`config.mk`:
```
export PLATFORM = sky130hd
export DESIGN_NAME = display_share_arbiter
export DESIGN_NICKNAME = d
export VERILOG_FILES = /design/src/rtl/display_share_arbiter_pkg.sv /design/src/rtl/display_share_arbiter_rr_pick.sv /design/src/rtl/display_share_arbiter.sv
export SDC_FILE = /design/constraint.sdc
export NUM_CORES = 1
export LEC_CHECK = 0
export BUFFER_PORTS_ARGS = -buffer_cell sky130_fd_sc_hd__buf_2
export CORE_MARGIN = 2
export CORE_UTILIZATION = 35
export DETAILED_ROUTE_END_ITERATION = 12
export SLEW_MARGIN = 15
export SYNTH_ARGS = -nofsm -noshare
export SYNTH_HDL_FRONTEND = slang
export SYNTH_SLANG_ARGS = --single-unit
```
`constraint.sdc`:
```
create_clock -name clk -period 4.9 [get_ports clk]
set_clock_uncertainty 0.15 [all_clocks]
set_input_delay 0.245 -clock clk [delete_from_list [all_inputs] [get_ports clk]]
set_output_delay 0.245 -clock clk [all_outputs]
set_load 0.05 [all_outputs]
```
`src/rtl/display_share_arbiter_pkg.sv`:
```
// Shared display package: ownership FSM state encoding.
package display_share_arbiter_pkg;

  typedef enum logic {
    ST_IDLE = 1'b0,
    ST_OWN  = 1'b1
  } disp_state_e;

endpackage

```
`src/rtl/display_share_arbiter_rr_pick.sv`:
```
// Combinational round-robin selector: picks the first requester after i_last,
// wrapping from the top client back to client 0.
module rr_pick
  import display_share_arbiter_pkg::*;
#(
  parameter int n_clients = 3,
  parameter int IDX_W     = $clog2(n_clients)
) (
  input  logic [n_clients-1:0] i_req,
  input  logic [IDX_W-1:0]     i_last,
  output logic [n_clients-1:0] o_pick,
  output logic                 o_valid
);

  int w_d;
  int w_best_d;
  int w_best_i;

  // Smallest rotational distance from the client after i_last wins.
  always_comb begin
    w_d      = 0;
    w_best_d = n_clients;
    w_best_i = 0;
    for (int i = 0; i < n_clients; i++) begin
      if (i_req[i]) begin
        w_d = (i + 2 * n_clients - 1 - int'(i_last)) % n_clients;
        if (w_d < w_best_d) begin
          w_best_d = w_d;
          w_best_i = i;
        end
      end
    end
    o_valid = |i_req;
    o_pick  = '0;
    for (int i = 0; i < n_clients; i++) begin
      if (o_valid && (w_best_i == i)) o_pick[i] = 1'b1;
    end
  end

endmodule

```
`src/rtl/display_share_arbiter.sv`:
```
// Shares one seven-segment display between n_clients requesters. An owner
// keeps the display for at least hold_cycles while it requests; after that a
// waiting client takes over directly, round-robin.
module display_share_arbiter
  import display_share_arbiter_pkg::*;
#(
  parameter int n_clients = 3,
  parameter int w_digit   = 2,
  parameter int clk_mhz   = 50,
  parameter int hold_ms   = 1000
) (
  input  logic                           clk,
  input  logic                           rst,
  input  logic [n_clients-1:0]           req,
  input  logic [n_clients*w_digit*4-1:0] number,
  input  logic [n_clients*w_digit-1:0]   dots,
  output logic [n_clients-1:0]           grant,
  output logic [w_digit*4-1:0]           number_out,
  output logic [w_digit-1:0]             dots_out,
  output logic                           idle
);

  localparam int unsigned HOLD_CYCLES = clk_mhz * 1000 * hold_ms;
  localparam int CNT_W = (HOLD_CYCLES > 1) ? $clog2(HOLD_CYCLES) : 1;
  localparam logic [CNT_W-1:0] CNT_MAX = CNT_W'(HOLD_CYCLES - 1);
  localparam int IDX_W = $clog2(n_clients);
  localparam int DW    = w_digit * 4;

  disp_state_e            r_state, w_state_nxt;
  logic [n_clients-1:0]   r_grant, w_grant_nxt;
  logic [CNT_W-1:0]       r_cnt, w_cnt_nxt;
  logic [IDX_W-1:0]       r_last, w_last_nxt;

  logic [n_clients-1:0]   w_pick_req;
  logic [n_clients-1:0]   w_pick;
  logic                   w_pick_vld;
  logic [IDX_W-1:0]       w_pick_idx;
  logic                   w_owner_req;
  logic                   w_sat;

  // While owning, the owner itself is never a successor candidate; r_last is
  // the current owner then, so the scan starts just after it.
  assign w_pick_req  = (r_state == ST_OWN) ? (req & ~r_grant) : req;
  assign w_owner_req = |(req & r_grant);
  assign w_sat       = (r_cnt == CNT_MAX);
  assign grant       = r_grant;

  rr_pick #(
    .n_clients (n_clients),
    .IDX_W     (IDX_W)
  ) u_pick (
    .i_req   (w_pick_req),
    .i_last  (r_last),
    .o_pick  (w_pick),
    .o_valid (w_pick_vld)
  );

  // One-hot pick to index, remembered as the round-robin pointer.
  always_comb begin
    w_pick_idx = '0;
    for (int i = 0; i < n_clients; i++) begin
      if (w_pick[i]) w_pick_idx = IDX_W'(i);
    end
  end

  // State register: owner, hold counter and pointer; reset points at the top
  // client so client 0 is scanned first.
  always_ff @(posedge clk or posedge rst) begin
    if (rst) begin
      r_state <= ST_IDLE;
      r_grant <= '0;
      r_cnt   <= '0;
      r_last  <= IDX_W'(n_clients - 1);
    end else begin
      r_state <= w_state_nxt;
      r_grant <= w_grant_nxt;
      r_cnt   <= w_cnt_nxt;
      r_last  <= w_last_nxt;
    end
  end

  // Next state: grant from idle, release on drop, hand over after the hold.
  always_comb begin
    w_state_nxt = r_state;
    w_grant_nxt = r_grant;
    w_cnt_nxt   = r_cnt;
    w_last_nxt  = r_last;
    case (r_state)
      ST_IDLE: begin
        if (w_pick_vld) begin
          w_state_nxt = ST_OWN;
          w_grant_nxt = w_pick;
          w_cnt_nxt   = '0;
          w_last_nxt  = w_pick_idx;
        end
      end
      ST_OWN: begin
        if (!w_owner_req || (w_sat && w_pick_vld)) begin
          if (w_pick_vld) begin
            w_grant_nxt = w_pick;
            w_cnt_nxt   = '0;
            w_last_nxt  = w_pick_idx;
          end else begin
            w_state_nxt = ST_IDLE;
            w_grant_nxt = '0;
            w_cnt_nxt   = '0;
          end
        end else if (!w_sat) begin
          w_cnt_nxt = r_cnt + 1'b1;
        end
      end
      default: begin
        w_state_nxt = ST_IDLE;
        w_grant_nxt = '0;
        w_cnt_nxt   = '0;
      end
    endcase
  end

  // Outputs: steer the owner's digits/dots to the driver, zero when idle.
  always_comb begin
    number_out = '0;
    dots_out   = '0;
    for (int i = 0; i < n_clients; i++) begin
      if (r_grant[i]) begin
        number_out = number_out | number[i*DW +: DW];
        dots_out   = dots_out | dots[i*w_digit +: w_digit];
      end
    end
    idle = (r_state == ST_IDLE);
  end

endmodule
```
# After elaboration in Yosys (flattened, before gate mapping)
# Index checks and enable logic that the tools add are counted.
# word_totals
word_cells,73
regBits,32
out_inout_bits,14
input_bits,35
# op_classes
n_lt_le_gt_ge,3
addsub,4
n_bitwise,8
n_reduce_logical,11
eq_ne,6
muxes,34
div_mod_pow,3
# op_table
cell,n
2-to-1 mux 32 bit,7
modulo 32 x 3 -> 32 bit (second input constant),3
2-to-1 mux 26 bit,3
< comparator 32 bit,2
one-hot mux 26 bit (2 select lines),1
== test 32 x 2 -> 1 bit (second input constant),1
== test 32 x 3 -> 1 bit (second input constant),1
zero test 32 bit,1
< comparator 32 x 3 -> 1 bit (second input constant),1
adder 26 x 1 -> 26 bit (second input constant),1
== test 26 bit (second input constant),1
2-to-1 mux 8 bit,3
bitwise OR 8 bit,2
2-to-1 mux 2 bit,6
2-to-1 mux 3 bit,4
subtractor 3 x 2 -> 4 bit (first input constant),3
2-to-1 mux 1 bit,7
bitwise AND 3 bit,2
one-hot mux 3 bit (2 select lines),1
OR reduction 3 bit,2
logical AND 1 bit,4
!= test 2 x 1 -> 1 bit (second input constant),2
bitwise OR 2 bit,2
one-hot mux 2 bit (2 select lines),1
7 further kinds,8

# Depth between registers and ports, before layout
# depth
depth_word,19
ltp_mapped,17
ltp_nobuf,16

# By module
# Synthesis repeated with hierarchy kept, for this count alone.
# hier_totals
cells_unflattened,306
area_unflattened_um2,2732.6
# by_module_without_submodules
module,seq_area_each_um2,cells_each,instances,area_per_inst_um2
display_share_arbiter,802.0,206,1,1926.8
rr_pick,0.0,100,1,805.8

# Least setup slack after synthesis
# Ideal clock, no wire load.
# synth_path
kind,register to register
start,"register r_grant[0], in the netlist grant[0]"
end,"register r_grant[1], in the netlist grant[1]"
t_required_ps,4628
n_path_buf,1
setup_time_ps,122
period_less_slack_ps,4656
arrival_time_ps,4385
setup_slack_ps,244
stages_incl_launch_ff,15
cell_sequence,dfrtp_1 > a21boi_0 > nand3_1 > ha_1 > nor4b_1 > nor2_1 > a211oi_1 > buf_2 > a21boi_0 > ha_1 > a21o_1 > a21o_1 > a2111oi_0 > nand2_1 > a32o_1
# synth_via
elab_chain_len,16
word_cells_on_any_way,28
cone_classes,order compare: 2; eq/ne: 3; mux: 13; bitwise: 3; reduce/logical: 7
# synth_lines
element,line,rtl
start: declaration,display_share_arbiter.sv:30,"logic [n_clients-1:0] r_grant, w_grant_nxt;"
start signal: assignment,display_share_arbiter.sv:76,r_grant <= w_grant_nxt;
NOT 3 bit,display_share_arbiter.sv:43,assign w_pick_req = (r_state == ST_OWN) ? (req & ~r_grant) : req;
bitwise AND 3 bit,display_share_arbiter.sv:43,
2-to-1 mux 3 bit,display_share_arbiter.sv:43,
2-to-1 mux 32 bit,display_share_arbiter_rr_pick.sv:25,if (i_req[i]) begin
< comparator 32 bit,display_share_arbiter_rr_pick.sv:27,if (w_d < w_best_d) begin
2-to-1 mux 32 bit,display_share_arbiter_rr_pick.sv:27,
2-to-1 mux 32 bit,display_share_arbiter_rr_pick.sv:25,
< comparator 32 bit,display_share_arbiter_rr_pick.sv:27,
2-to-1 mux 32 bit,display_share_arbiter_rr_pick.sv:27,
2-to-1 mux 32 bit,display_share_arbiter_rr_pick.sv:25,
== test 32 x 2 -> 1 bit,display_share_arbiter_rr_pick.sv:36,if (o_valid && (w_best_i == i)) o_pick[i] = 1'b1;
logical AND 1 bit,display_share_arbiter_rr_pick.sv:36,
2-to-1 mux 1 bit,display_share_arbiter_rr_pick.sv:36,
2-to-1 mux 3 bit,display_share_arbiter.sv:99,if (w_pick_vld) begin
2-to-1 mux 3 bit,display_share_arbiter.sv:98,if (!w_owner_req || (w_sat && w_pick_vld)) begin
one-hot mux 3 bit (2 select lines),display_share_arbiter.sv:88,case (r_state)
# Parallel ways exist; a longest one is shown, timed or not. The select of a mux whose other input is x is not followed.
# A chain may end at the register's enable or synchronous reset.

# Final worst setup path
# layout_path
start,register r_last[1]
end,"register r_grant[1], in the netlist grant[1]"
# layout_via
elab_chain_len,17
word_cells_on_any_way,24
cone_classes,add/sub: 3; div: 3; order compare: 3; eq/ne: 1; mux: 13; reduce/logical: 1
# layout_lines
element,line,rtl
start: declaration,display_share_arbiter.sv:32,"logic [IDX_W-1:0] r_last, w_last_nxt;"
start signal: assignment,display_share_arbiter.sv:73,r_last <= IDX_W'(n_clients - 1);
start signal: assignment,display_share_arbiter.sv:78,r_last <= w_last_nxt;
subtractor 3 x 2 -> 4 bit,display_share_arbiter_rr_pick.sv:26,w_d = (i + 2 * n_clients - 1 - int'(i_last)) % n_clients;
modulo 32 x 3 -> 32 bit,display_share_arbiter_rr_pick.sv:26,
< comparator 32 x 3 -> 1 bit,display_share_arbiter_rr_pick.sv:27,
2-to-1 mux 32 bit,display_share_arbiter_rr_pick.sv:27,
2-to-1 mux 32 bit,display_share_arbiter_rr_pick.sv:25,
< comparator 32 bit,display_share_arbiter_rr_pick.sv:27,
2-to-1 mux 32 bit,display_share_arbiter_rr_pick.sv:27,
2-to-1 mux 32 bit,display_share_arbiter_rr_pick.sv:25,
< comparator 32 bit,display_share_arbiter_rr_pick.sv:27,
2-to-1 mux 32 bit,display_share_arbiter_rr_pick.sv:27,
2-to-1 mux 32 bit *,display_share_arbiter_rr_pick.sv:25,
== test 32 x 2 -> 1 bit *,display_share_arbiter_rr_pick.sv:36,
logical AND 1 bit *,display_share_arbiter_rr_pick.sv:36,
2-to-1 mux 1 bit *,display_share_arbiter_rr_pick.sv:36,
2-to-1 mux 3 bit,display_share_arbiter.sv:99,
2-to-1 mux 3 bit,display_share_arbiter.sv:98,
one-hot mux 3 bit (2 select lines) *,display_share_arbiter.sv:88,
# Every way passes the cells marked *; elsewhere a longest branch is shown, timed or not. The select of a mux whose other input is x is not followed.

==> impl_metrics.py <==
metrics = {
    "synth": {
        "synth_ff_type": "dfrtp_1",
        "synth_edf_count": 0,
        "syn_area_per_cell_sq_um": 8.96,
        "ys_ff_latch": 32,
        "synthArstFlopShare": 1.00,
        "ys_warn_count": 0,
        "netlist_area_sq_um": 2520,
        "synth_cell_types": 47,
        "yosysSeqAreaShare": 0.318,
        "postSynthCellCount": 281,
    },
    "cells_and_area": {
        "nets": 396,
        "n_antenna_cell": 0,
        "drive_gt1_frac": 0.202,
        "fillers": 671,
        "final_area_sq_um": 2980,
        "area_growth_pct": 18.5,
    },
    "power_and_ir_drop": {
        "ir_drop_v": 0.000296,
        "power_frac_comb": 0.641,
        "internal-power_uw": 768,
        "power.switching_uw": 791,
        "swShare": 0.507,
        "power_frac_clock": 0.132,
        "leakage_nw": 1.38,
        "power.density_nw_per_um2": 523,
        "p_seq_frac": 0.227,
    },
    "clock_network": {
        "tritoncts.num_buffers": 5,
        "cts_tree": "done",
        "post-cts-setup-buffer-count": 0,
        "clock_sink_count": 32,
        "cts_max_path_buffers": 2,
        "htree_levels": 2,
        "path_clk_slew_ns": 0.06,
        "clkLatencyLatePin_ns": 0.28,
        "root_buffer": "clkbuf_8",
    },
    "detailed_routing": {
        "drt-initial-drc-count": 101,
        "antenna_left": 0,
        "drcViolationCount": 0,
        "firstDrtPassIters": 4,
        "via_per_inst": 5.19,
        "wl_per_cell_microns": 12.9,
        "wl_microns": 5590,
        "num_vias": 2242,
    },
    "timing": {
        "slew_violations": 0,
        "finalCriticalPeriod_ns": 4.40,
        "slew-limit-headroom": 0.452,
        "tightest_slew_ns": 0.817,
        "setup_viol": 0,
        "fin_crit_sh": 0.897,
        "rsz0062_at_grt": "false",
        "setup_slack_ns": 0.505,
        "fmax_mhz": 228,
        "setup_tns_ns": 0,
        "hold_slack_ns": 0.199,
        "hold_viol_final": 0,
    },
    "place": {
        "dpl.hpwl_microns": 4220,
        "dp_worst_setup_slack_ns": 0.238,
        "io_buffer_count": 48,
        "gp_congestion": 0.863,
        "postPlaceCellArea_sq_um": 2880,
    },
    "floorplan": {
        "start_util": 0.367,
        "ios": 49,
        "dieHeight_microns": 88.8,
        "die_w_microns": 88.8,
        "die_area_sq_um": 7890,
        "num_rows": 30,
        "coreArea_sq_um": 6870,
    },
    "grt": {
        "overflow": 0,
        "grt_pass1_wl_microns": 9380,
        "antenna_found_initial": 0,
        "grt_use_total": 0.150,
        "grt_max_degree": 33,
        "grt_pass1_vias": 2073,
    },
    "worst_setup_path": {
        "crit_required_ns": 4.92,
        "crit_arrival_ns": 4.42,
        "worstSetupPathType": "flip-flop to flip-flop",
        "crit_slowest_cell": "dfstp_2",
        "critPathTopFamily": "compound AO/OA/AOI/OAI gates",
        "cp-end-kind": "flip-flop",
        "cp-start-kind": "flip-flop",
        "max_stage_delay_ns": 0.60,
        "ff2ff_setup_slack_ns": 0.50,
        "path_buf_inv": 1,
        "crit_path_cell_trace": "inv_1 -> ha_1 -> nor2b_1 -> a21o_1 -> ha_1 -> o211ai_1 -> o211ai_1 -> a211oi_1 -> or2_2 -> a21boi_0 -> ha_1 -> a21o_1 -> a21o_1 -> a2111oi_2 -> nand2_1 -> a32o_1",
        "crit_fanout": 7,
    },
    "job": {
        "timing.max_cap.violations": 0,
    },
    "min_path": {
        "worstHoldPathType": "input port to flip-flop",
    },
    "status": {
        "status": "finished, final reports clean",
    },
}
## placed cells by master, fill, tap and decap left out, types with 2 or more instances in the layout
cell       n
nand2_1   17
a21boi_0   6
nand2b_1   2
nor4b_1    3
a21oi_1    6
xnor2_1   14
nand3_1   16
and3_1     4
nor3_1     6
mux2i_1    5
nor4_1     9
and2_1     3
and4_1     3
nor2b_1    6
a222oi_1  11
or2_2      2
a21o_1     5
dfrtp_1   31
nand4_1    3
buf_4      6
clkbuf_1   2
nor2_1    34
buf_2     48
ha_1      26
conb_1     2
xor2_1    11
o21ai_0    6
o211ai_1   3
a211oi_1   5
inv_1     18
clkbuf_8   6
## layer usage
layer | up-vias | track usage | share of wire
li1 | 1131 | - | -
met1 | 1040 | 0.201 | 0.48
met2 | 64 | 0.249 | 0.46
met3 | 7 | 0.0289 | 0.048
met4 | 0 | 0.0372 | 0.010
met5 | - | 0 | 0
## worst paths after layout
check | cells past startpoint | to | from
min | 3 | r_state$_DFF_PP0_ | req[1]
max in group asynchronous | 4 | r_last[1]$_DFFE_PP1P_ | rst
max | 16 | grant[1]$_DFFE_PP0P_ | r_last[1]$_DFFE_PP1P_
min in group asynchronous | 4 | r_cnt[11]$_DFFE_PP0P_ | rst
max reg2reg | 16 | grant[1]$_DFFE_PP0P_ | r_last[1]$_DFFE_PP1P_
min reg2reg | 2 | r_cnt[21]$_DFFE_PP0P_ | r_cnt[21]$_DFFE_PP0P_
## flip-flops by register name, summed over array words and instances (netlist names)
register	cells
r_state	1
grant	3
r_cnt	26
r_last	2
## repair_timing
action / CTS / global route
resized for setup: 0 / 2
endpoints found under the setup margin: 0 / 5
endpoints found under the hold margin: 31 / 0
hold buffers: 1 / 0
## cell usage after synthesis (2+ instances only)
library cell  number  area share
or2_2              2      0.0050
clkbuf_1           5      0.0075
a211oi_1           5       0.015
inv_1             18       0.027
o21ai_0            6       0.012
nor4_1             9       0.022
nand3_1           16       0.032
nor2_1            34       0.051
o211ai_1           3      0.0089
a21oi_1            6       0.012
mux2i_1            5       0.020
nor3_1             6       0.012
and2_1             3      0.0075
nor4b_1            3       0.010
nand2b_1           2      0.0050
a21o_1             5       0.015
buf_4              2      0.0060
nand4_1            3      0.0075
nor2b_1            6       0.015
xnor2_1           14       0.049
a222oi_1          11       0.044
a21boi_0           6       0.018
xor2_1            11       0.038
nand2_1           17       0.025
dfrtp_1           31        0.31
and4_1             3       0.010
ha_1              26        0.13
and3_1             4      0.0099
## area by class of cell
type	instances	area, sq um	share of cell area
Clock buffer	8	90.1	0.0302
Timing Repair Buffer	55	295	0.0990
Sequential cell	32	802	0.269
Tap cell	96	120	0.0403
Multi-Input combinational cell	223	1610	0.539
Inverter	18	67.6	0.0226
## worst reg2reg max path, stage by stage, from the launching register on
cell and delay [ns]:
dfstp_2 0.60, inv_1 0.13, ha_1 0.28, nor2b_1 0.34
a21o_1 0.15, ha_1 0.23, o211ai_1 0.09, o211ai_1 0.11
a211oi_1 0.27, or2_2 0.20, a21boi_0 0.21, ha_1 0.28
a21o_1 0.19, a21o_1 0.18, a2111oi_2 0.46, nand2_1 0.13
a32o_1 0.28
## metrics by stage
step                total power, mW  std cells  utilization
floorplan                      1.14        282            -
global placement               1.34        423        0.419
detailed placement             1.35        423        0.419
CTS                            1.57        432        0.434
global route                   1.69        432        0.434
finish                         1.56        432        0.434
## kinds of logic after synthesis
family,share of synthesized area
AOI/OAI and AO/OA,0.159
xor gates and xnor gates,0.0869
adders and majority gates,0.129
buffers and inverters,0.0467
DFF,0.318
muxes,0.0199
other,0.00149
and+or+nand+nor,0.238
## power groups by stage
stage               clock network (mW)  registers [mW]  logic (mW)
finish                           0.206           0.354        1.00
global placement                     0           0.355       0.984
global route                     0.227           0.361        1.10
floorplan                            0           0.372       0.767
detailed placement                   0           0.358       0.995
CTS                              0.216           0.354        1.00
No activity file was read; power rests on OpenSTA's default activity.
